[src/rtl/spi_avl_slave_bridge.sv]
// spi_avl_slave_bridge
//   SPI mode-0 responder that turns fixed command/address/data frames from the
//   SAM D21 into single-word Avalon-MM master transactions on the system bus.
//   Frame: byte 0 command (0x01 write, 0x02 read), bytes 1-2 word address
//   (high byte first), then four data bytes LSB first (reads insert one dummy
//   byte first). SCK/CS_n/MOSI are oversampled in the iCLK domain.
//
//   Optional build macro SPI_AVL_BRIDGE_AUTOINC_EN: bursts continue past the
//   first word at address+1 (writes every 4 bytes, reads prefetched).
//
// Ports
//   iCLK, iRESETn        system clock, asynchronous active-low reset
//   iSPI_SCK/CS_n/MOSI   SPI inputs from the master
//   oSPI_MISO(_OE)       SPI slave data and pad enable
//   oAVL_*/iAVL_*        Avalon-MM master port (word address)
//   oERR                 one-cycle pulse: unknown command or late read data
module spi_avl_slave_bridge #(
   parameter int unsigned ADDR_W      = 16,
   parameter int unsigned SYNC_STAGES = 2
) (
   input  logic              iCLK,
   input  logic              iRESETn,
   input  logic              iSPI_SCK,
   input  logic              iSPI_CS_n,
   input  logic              iSPI_MOSI,
   output logic              oSPI_MISO,
   output logic              oSPI_MISO_OE,
   output logic [ADDR_W-1:0] oAVL_ADDRESS,
   output logic              oAVL_READ,
   output logic              oAVL_WRITE,
   output logic [31:0]       oAVL_WRITE_DATA,
   input  logic [31:0]       iAVL_READ_DATA,
   input  logic              iAVL_WAIT_REQUEST,
   input  logic              iAVL_READ_DATAVALID,
   output logic              oERR
);

`ifdef SPI_AVL_BRIDGE_AUTOINC_EN
   localparam bit AutoInc = 1'b1;
`else
   localparam bit AutoInc = 1'b0;
`endif

   typedef enum logic [2:0] {IDLE, CMD, ADDR, WDATA, RDUMMY, RDATA, IGNORE} stateT;

   logic [SYNC_STAGES-1:0] sckSync, csSync, mosiSync;
   logic                   sckPrev, csPrev;
   logic                   sckS, csS, mosiS;
   logic                   sckRise, sckFall, csFall, byteDone, loadPt, rdLoad, lateNow, dropDv;

   stateT             state;
   logic [2:0]        bitCnt;
   logic [1:0]        dataCnt;
   logic              addrLo, isRead;
   logic [7:0]        shiftIn, rxByte, addrHi, misoShift;
   logic [15:0]       addrFull;
   logic [ADDR_W-1:0] curAddr, newAddr, pendAddr, goAddr;
   logic [31:0]       wData, newWrData, pendData, goData, rdData, rdWord, rdShifted, selWord;
   logic              rdHave, rdWait, rdDrop;
   logic              newRd, newWr, pendRd, pendWr, havePend, goRd, goWr, busIdle;

   always_ff @(posedge iCLK or negedge iRESETn) begin
      if (!iRESETn) begin
         sckSync  <= '0;
         csSync   <= '1;
         mosiSync <= '0;
         sckPrev  <= 1'b0;
         csPrev   <= 1'b1;
      end else begin
         sckSync  <= {sckSync[SYNC_STAGES-2:0], iSPI_SCK};
         csSync   <= {csSync[SYNC_STAGES-2:0], iSPI_CS_n};
         mosiSync <= {mosiSync[SYNC_STAGES-2:0], iSPI_MOSI};
         sckPrev  <= sckS;
         csPrev   <= csS;
      end
   end

   always_comb begin
      sckS      = sckSync[SYNC_STAGES-1];
      csS       = csSync[SYNC_STAGES-1];
      mosiS     = mosiSync[SYNC_STAGES-1];
      sckRise   = sckS & ~sckPrev;
      sckFall   = ~sckS & sckPrev;
      csFall    = ~csS & csPrev;
      rxByte    = {shiftIn[6:0], mosiS};
      addrFull  = {addrHi, rxByte};
      byteDone  = ~csS && sckRise && (bitCnt == 3'd7);
      // bitCnt has wrapped to 0 after the 8th rise, so a fall there is the
      // 8th falling edge: the point where the next byte's MISO is loaded
      loadPt    = ~csS && sckFall && (bitCnt == 3'd0) && (state != IDLE);
      rdLoad    = loadPt && (state == RDATA) && (dataCnt == 2'd0);
      lateNow   = rdLoad && !rdHave;
      dropDv    = rdDrop || lateNow;
      selWord   = rdHave ? rdData : '1;
      rdShifted = rdWord >> {dataCnt, 3'b000};
      newWrData = {rxByte, wData[31:8]};
      newWr     = byteDone && (state == WDATA) && (dataCnt == 2'd3);
      newRd     = (byteDone && (state == ADDR) && addrLo && isRead) || (AutoInc && rdLoad);
      newAddr   = (state == ADDR) ? addrFull[ADDR_W-1:0] : curAddr;
      busIdle   = !oAVL_READ && !oAVL_WRITE;
      havePend  = pendRd || pendWr;
      goRd      = havePend ? pendRd : newRd;
      goWr      = havePend ? pendWr : newWr;
      goAddr    = havePend ? pendAddr : newAddr;
      goData    = havePend ? pendData : newWrData;
   end

   assign oSPI_MISO = misoShift[7];

   always_ff @(posedge iCLK or negedge iRESETn) begin
      if (!iRESETn) begin
         state           <= IDLE;
         bitCnt          <= '0;
         dataCnt         <= '0;
         addrLo          <= 1'b0;
         isRead          <= 1'b0;
         shiftIn         <= '0;
         addrHi          <= '0;
         misoShift       <= '0;
         curAddr         <= '0;
         wData           <= '0;
         rdData          <= '0;
         rdWord          <= '0;
         rdHave          <= 1'b0;
         rdWait          <= 1'b0;
         rdDrop          <= 1'b0;
         pendRd          <= 1'b0;
         pendWr          <= 1'b0;
         pendAddr        <= '0;
         pendData        <= '0;
         oSPI_MISO_OE    <= 1'b0;
         oAVL_ADDRESS    <= '0;
         oAVL_READ       <= 1'b0;
         oAVL_WRITE      <= 1'b0;
         oAVL_WRITE_DATA <= '0;
         oERR            <= 1'b0;
      end else begin
         oERR         <= 1'b0;
         oSPI_MISO_OE <= ~csS;

         if (csS) begin
            state     <= IDLE;
            misoShift <= '0;
         end else if (csFall) begin
            state     <= CMD;
            bitCnt    <= '0;
            dataCnt   <= '0;
            addrLo    <= 1'b0;
            misoShift <= '0;
         end else begin
            if (sckRise) begin
               shiftIn <= rxByte;
               bitCnt  <= bitCnt + 3'd1;
               if (bitCnt == 3'd7) begin
                  case (state)
                     CMD: begin
                        if (rxByte == 8'h01 || rxByte == 8'h02) begin
                           isRead <= (rxByte == 8'h02);
                           state  <= ADDR;
                        end else begin
                           state <= IGNORE;
                           oERR  <= 1'b1;
                        end
                     end
                     ADDR: begin
                        if (!addrLo) begin
                           addrHi <= rxByte;
                           addrLo <= 1'b1;
                        end else begin
                           // a read is issued right here, so the next word
                           // (only used by bursts) is already address+1
                           curAddr <= isRead ? addrFull[ADDR_W-1:0] + 1'b1 : addrFull[ADDR_W-1:0];
                           state   <= isRead ? RDUMMY : WDATA;
                           dataCnt <= '0;
                        end
                     end
                     WDATA: begin
                        wData   <= newWrData;
                        dataCnt <= dataCnt + 2'd1;
                        if (dataCnt == 2'd3) begin
                           if (AutoInc) curAddr <= curAddr + 1'b1;
                           else         state   <= IGNORE;
                        end
                     end
                     RDUMMY: begin
                        state   <= RDATA;
                        dataCnt <= '0;
                     end
                     RDATA: begin
                        dataCnt <= dataCnt + 2'd1;
                        if (dataCnt == 2'd3 && !AutoInc) state <= IGNORE;
                     end
                     default: ;
                  endcase
               end
            end
            if (sckFall) begin
               if (bitCnt != 3'd0) begin
                  misoShift <= {misoShift[6:0], 1'b0};
               end else if (state == RDATA) begin
                  if (dataCnt == 2'd0) begin
                     misoShift <= selWord[7:0];
                     rdWord    <= selWord;
                     rdHave    <= 1'b0;
                     if (!rdHave) begin
                        oERR <= 1'b1;
                        if (rdWait && !iAVL_READ_DATAVALID) rdDrop <= 1'b1;
                     end
                     if (AutoInc) curAddr <= curAddr + 1'b1;
                  end else begin
                     misoShift <= rdShifted[7:0];
                  end
               end else begin
                  misoShift <= '0;
               end
            end
         end

         if (iAVL_READ_DATAVALID) begin
            rdWait <= 1'b0;
            if (dropDv) begin
               rdDrop <= 1'b0;
            end else begin
               rdData <= iAVL_READ_DATA;
               rdHave <= 1'b1;
            end
         end

         // A command on the bus always finishes; new requests queue behind it
         if ((oAVL_READ || oAVL_WRITE) && !iAVL_WAIT_REQUEST) begin
            oAVL_READ  <= 1'b0;
            oAVL_WRITE <= 1'b0;
         end
         if (busIdle && (goRd || goWr)) begin
            oAVL_ADDRESS <= goAddr;
            oAVL_READ    <= goRd;
            oAVL_WRITE   <= goWr;
            if (goWr) oAVL_WRITE_DATA <= goData;
            if (goRd) begin
               rdWait <= 1'b1;
               rdDrop <= 1'b0;
               rdHave <= 1'b0;
            end
            if (havePend) begin
               pendRd   <= newRd;
               pendWr   <= newWr;
               pendAddr <= newAddr;
               pendData <= newWrData;
            end
         end else if (newRd || newWr) begin
            pendRd   <= newRd;
            pendWr   <= newWr;
            pendAddr <= newAddr;
            pendData <= newWrData;
         end
      end
   end

endmodule
[config.mk]
export PLATFORM = sky130hd
export DESIGN_NAME = spi_avl_slave_bridge
export DESIGN_NICKNAME = d
export VERILOG_FILES = /design/src/rtl/spi_avl_slave_bridge.sv
export SDC_FILE = /design/constraint.sdc
export NUM_CORES = 1
export LEC_CHECK = 0
export BUFFER_PORTS_ARGS = -buffer_cell sky130_fd_sc_hd__buf_2
export CAP_MARGIN = 20
export CORE_MARGIN = 2
export CORE_UTILIZATION = 35
export CTS_BUF_LIST = sky130_fd_sc_hd__clkbuf_16
export DETAILED_ROUTE_END_ITERATION = 8
export PLACE_DENSITY = 0.58
export SYNTH_ARGS = -nofsm -noshare
export SYNTH_HDL_FRONTEND = slang
export SYNTH_SLANG_ARGS = --single-unit
export TNS_END_PERCENT = 10
[constraint.sdc]
create_clock -name iCLK -period 2.45 [get_ports iCLK]
set_input_delay 0.3675 -clock iCLK [delete_from_list [all_inputs] [get_ports iCLK]]
set_output_delay 0.3675 -clock iCLK [all_outputs]
set_load 0.03 [all_outputs]
# Word-level counts from Yosys, hierarchy flattened
# Index checks and enable logic that the tools add are counted.
[totals]
ff_bits = 258
input_bits = 39
output_inout_bits = 53
word_cells = 197
[classes]
add_sub_neg = 3
eq_ne = 13
shifts = 1
mux = 84
bitwise = 10
n_reduce_logical = 56
[ops]
columns = ["cell", "count"]
rows = [
  ["$mux W32", 5],
  ["$mux W16", 6],
  ["$mux W1", 51],
  ["$mux W8", 6],
  ["$shr A32 B5 Y8", 1],
  ["$mux W3", 10],
  ["$reduce_and A6 Y1", 4],
  ["$logic_and A1 B1 Y1", 17],
  ["$add A16 B1 Y16 const B", 1],
  ["$reduce_and A5 Y1", 3],
  ["$reduce_bool A3 Y1", 5],
  ["$pmux W3 S4", 1],
  ["$reduce_bool A2 Y1", 5],
  ["$eq A3 B3 Y1 const B", 3],
  ["$eq A8 B1 Y1 const B", 1],
  ["$eq A8 B2 Y1 const B", 1],
  ["$mux W2", 4],
  ["$reduce_and A2 Y1", 4],
  ["$not A1 Y1", 7],
  ["$eq A3 B2 Y1 const B", 2],
  ["$logic_or A1 B1 Y1", 6],
  ["$pmux W2 S3", 1],
  ["$reduce_bool A6 Y1", 1],
  ["$logic_not A1 Y1", 5],
  ["other kinds (15)", 17],
]

# Logic depth before layout (Yosys ltp)
[logic_depth]
depth_word = 14
mapped_depth = 9
ltp_nobuf = 6

# Worst setup path after synthesis
# Ideal clock, no wire load.
[synth_timing]
kind = "reg-to-reg"
start = "register dataCnt[0]"
end = "register rdData[0]"
setup_ns = 0.125
arrival_time_ns = 2.202
t_required_ns = 2.325
slack_ns = 0.123
stages_incl_launch_ff = 10
path_buffers = 3
period_less_slack_ns = 2.327
cell_sequence = "dfrtp_1 > clkbuf_1 > inv_1 > ha_1 > nand3b_1 > nor4b_1 > or3_1 > buf_2 > buf_2 > mux2_2"
[synth_between]
elab_chain_len = 6
[synth_rtl]
columns = ["element", "line", "text"]
rows = [
  ["start: declaration", "53", "logic [1:0] dataCnt;"],
  ["start signal: assignment", "179", "dataCnt <= dataCnt + 2'd1;"],
  ["start signal: assignment", "190", "dataCnt <= dataCnt + 2'd1;"],
  ["$logic_not A2 Y1", "91", "rdLoad = loadPt && (state == RDATA) && (dataCnt == 2'd0);"],
  ["$logic_and A1 B1 Y1", "91", ""],
  ["$logic_and A1 B1 Y1", "92", "lateNow = rdLoad && !rdHave;"],
  ["$logic_or A1 B1 Y1", "93", "dropDv = rdDrop || lateNow;"],
  ["$not A1 Y1 (no line)", "--", ""],
  ["$reduce_and A2 Y1 (no line)", "--", ""],
  ["end signal: assignment", "224", "rdData <= iAVL_READ_DATA;"],
  ["end: declaration", "58", "logic [31:0] wData, newWrData, pendData, goData, rdData, rdWord, rdShifted, selWord;"],
]
# No other way between the ends.
# A chain may end at the register's enable or synchronous reset.

# Worst setup path after layout
[layout_timing]
start = "register bitCnt[1]"
end = "register pendData[31]"
[layout_between]
elab_chain_len = 10
word_cells_on_any_way = 16
cone_classes = "eq/ne: 2; mux: 3; reduce/logical: 11"
[layout_rtl]
columns = ["element", "line", "text"]
rows = [
  ["start: declaration", "52", "logic [2:0] bitCnt;"],
  ["start signal: assignment", "153", "bitCnt <= bitCnt + 3'd1;"],
  ["$eq A3 B3 Y1 *", "87", "byteDone = ~csS && sckRise && (bitCnt == 3'd7);"],
  ["$logic_and A1 B1 Y1 *", "87", ""],
  ["$logic_and A1 B1 Y1 (3 in a row)", "98", "newRd = (byteDone && (state == ADDR) && addrLo && isRead) || (AutoInc && rdLoad);"],
  ["$mux W1", "102", "goRd = havePend ? pendRd : newRd;"],
  ["$logic_or A1 B1 Y1", "234", "if (busIdle && (goRd || goWr)) begin"],
  ["$logic_and A1 B1 Y1", "234", ""],
  ["$ne A2 B2 Y1 (no line) or $reduce_bool A2 Y1 (tied branches)", "--", ""],
  ["$reduce_and A2 Y1 (no line)", "--", ""],
  ["end signal: assignment", "248", "pendData <= newWrData;"],
  ["end signal: assignment", "254", "pendData <= newWrData;"],
  ["end: declaration", "58", ""],
]
# Mark *: on every way between the ends. The rest lies on a longest branch, timed or not.

==> impl_results.md <==
* CTS resizes at 0
* Max Clock Freq at 427 MHz
* Final setup violation count at 0
* Status: finished clean
* FP Rows at 65
* Worst Slack Setup Final at 108 ps
* Yosys top cell area share at 55.5%
* Hold endpoint: oAVL_WRITE$_DFFE_PN0P_
* Worst clock skew at around 18 ps
* CTS Buffer Depth at 3
* Syn Area/Cell at roughly 12 µm²
* Via density at between 5 and 6
* Ant. Diodes at 0
* Most common cell after layout, fill and taps aside: dfrtp_1
* Die W at between 150 and 200 µm
* Initial antenna violation count at 0
* Final instance area at ~13,000 µm²
* Seq/Total Area, Yosys at roughly 56%
* Rel. slew slack at about 57%
* R2R Path End: pendData[31]$_DFFE_PN0P_
* Leading area contributor after synthesis: dfrtp_1
* Final min period at approximately 2300 ps
* Worst reg2reg path startpoint: bitCnt[1]$_DFFE_PN0P_
* First-pass GRT wire length at 40,600 µm
* Peak VDD IR at 0.494 mV
* Die Y at 182 µm
* Hold-fix buffers at CTS at 5
* RSZ-0062 raised after global routing: no
* Synthesis Warnings at 0
* Syn_nets at roughly 970
* Critical Path RT at approximately 2900 ps
* Synth Area in Compound Gates at approximately a tenth
* Most frequent cells in the layout: dfrtp_1, mux2_2, buf_2
* Critical-path cell list: ha_1 -> ha_1 -> nand4bb_4 -> a211o_1 -> mux2_2 -> buf_4 -> mux2_1
* Clock Sinks at 250
* Placed Area at around 12,000 µm²
* Simple-Gate Fraction of Synth Area at between 7 and 8%
* Most frequent CP cell: ha_1
* Root Driver: clkbuf_16
* NumNets Final at about 1,100
* Vias in the first global route at around 7,500
* Dpl ws at roughly 150 ps
* Power per cell area at ~700 nW/µm²
* Mapped Area at approximately 11,000 µm²
* Xor/xnor share of the synthesized area at between 1 and 1.5%
* Critical Path Fanout Max at 27
* Drt wl/cell at approximately 17 µm
* Fin crit share at between 90 and 100%
* WP depth at 7
* Area grow syn2layout at 19.8%
* Hold_sp: iAVL_WAIT_REQUEST
* Via count at 7,308
* Clock slew at reported path FFs at ~60 ps
* Share of cells above drive strength 1 at roughly 33%
* I/O pin cnt at 92
* Dpl hpwl at between 15,000 and 20,000 µm
* Largest family of logic cells by synthesized area: multiplexers
* CP max stage cell: dfrtp_1
* Fin Setup TNS at 0 ps
* Ys flop type: dfrtp_1
* HP Class: in2reg
* DRC viols at 0
* Antenna viol nets, final at 0
* DR pass1 iterations at 4
* Final hold vios at 0
* CTS tree: built
* Max-Cap Viols at 0
* Global Route Usage Sum at roughly 15%
* Worst Setup End Kind: register
* Worst-Skew Late Latency at 540 ps
* Worst hold stages at 2
* # H-tree levels at 1
* 1st-iter DRT viols at about 410
* GRT overflow at 0
* IO buf count at roughly 90
* Initial Util at between 30% and 40%
* Final WL at approximately 24,000 µm
* Slowest stage delay, CP at 370 ps
* Synth cell types at 57
* Inserted Clock Buffers at 28
* Post-Synth Adder-Cell Area at less than 1%
* Crit Path Category: reg2reg
* Die Area at 33,300 µm²
* CP delay by family, top: multiplexers
* Slew at the pin closest to its max-slew limit at around 650 ps
* Reg2reg path depth at 7
* Critical Path Source Type: register
* Share of synthesized registers carrying an async set or reset at between 90% and 100%
* Core area at 31,500 µm²
* Final Max Slew Viols at 0
* Multiplexer share of the synthesized area at about a fifth
* Setup repair bufs after CTS at 0
* Largest cells by area after synthesis: dfrtp_1, mux2_2, a21oi_1
* Leakage Power at 6.71 nW
* GP Congestion at around 0.75
* Worst Path Arrival at between 2000 and 3000 ps
* R2r setup slk at about 110 ps
* EDFF count, synth at 0
* CP Buf/Inv Count at 1
* Largest net degree at the start of global routing at 75
* Cells after Synth at slightly above 900
* FF+latch count, synth at between 200 and 300
==> where the power goes <==
part | switching, W | internal [W] | leakage, nW
logic | 0.000276 | 0.000204 | 2.81
registers | 0.000115 | 0.00422 | 3.38
clock network | 0.00169 | 0.00298 | 0.522
==> metrics by stage <==
stage          cells  total power (W)  utilization (%)  hold WS [ps]
2_1_floorplan    922          0.00462                -          71.9
5_1_grt         1449          0.00988             42.4          51.8
4_1_cts         1449          0.00963             42.4          32.3
6_report        1449          0.00949             42.4          57.9
3_5_place_dp    1392          0.00490             38.9           349
3_3_place_gp    1392          0.00489             38.9           333
==> kinds of logic after synthesis <==
logic type | count (synthesis)
adder cells (fa/ha/maj) | 8
AND/OR/NAND/NOR | 147
multiplexers | 203
AO/OA/AOI/OAI | 190
XOR/XNOR | 13
buffers and inverters | 111
flip-flops | 250
==> cell type report <==
cell class / count / area, µm²
fill: 2933 / 18100
sequential: 250 / 6260
multi-input combinational: 561 / 4450
timing repair buffer: 137 / 911
clock buffer: 29 / 726
tap: 402 / 503
clock inverter: 23 / 320
inverter: 47 / 176
==> registers in the layout (all words and copies together) (netlist names), 3 cells and up <==
register and count:
pendAddr 16, pendData 32, addrHi 8, rdWord 32, bitCnt 3, oAVL_WRITE_DATA 32
misoShift 8, state 3, curAddr 16, oAVL_ADDRESS 16, wData 24, shiftIn 7
rdData 32
==> cell usage after synthesis, types with 10 or more instances <==
master,number
a21oi_1,89
a31oi_1,38
buf_2,18
clkbuf_1,42
dfrtp_1,247
inv_1,46
mux2_1,20
mux2_2,143
mux2i_1,32
nand2_1,37
nand4_1,10
nor2_1,43
o21ai_0,34
==> metal layers <==
metal | vias up | GRT usage (%) | wire length [µm]
met5 | - | 0 | 0
li1 | 3509 | - | -
met3 | 30 | 2.79 | 1050
met1 | 3652 | 21.2 | 11600
met2 | 117 | 24.0 | 11100
met4 | 0 | 3.42 | 371
==> how the worst max path moves through the flow <==
| stage | from | to | slack (ps) |
|---|---|---|---|
| after detailed placement | bitCnt[1]$_DFFE_PN0P_ | pendData[31]$_DFFE_PN0P_ | 150 |
| after CTS | bitCnt[0]$_DFFE_PN0P_ | pendData[31]$_DFFE_PN0P_ | 90 |
| after floorplan | dataCnt[0]$_DFFE_PN0P_ | rdData[0]$_DFFE_PN0P_ | 120 |
| final | bitCnt[1]$_DFFE_PN0P_ | pendData[31]$_DFFE_PN0P_ | 110 |
| after global routing | bitCnt[0]$_DFFE_PN0P_ | pendData[31]$_DFFE_PN0P_ | 4 |
| after global placement | bitCnt[0]$_DFFE_PN0P_ | pendData[29]$_DFFE_PN0P_ | 170 |
Power figures use the tool's default switching activity.
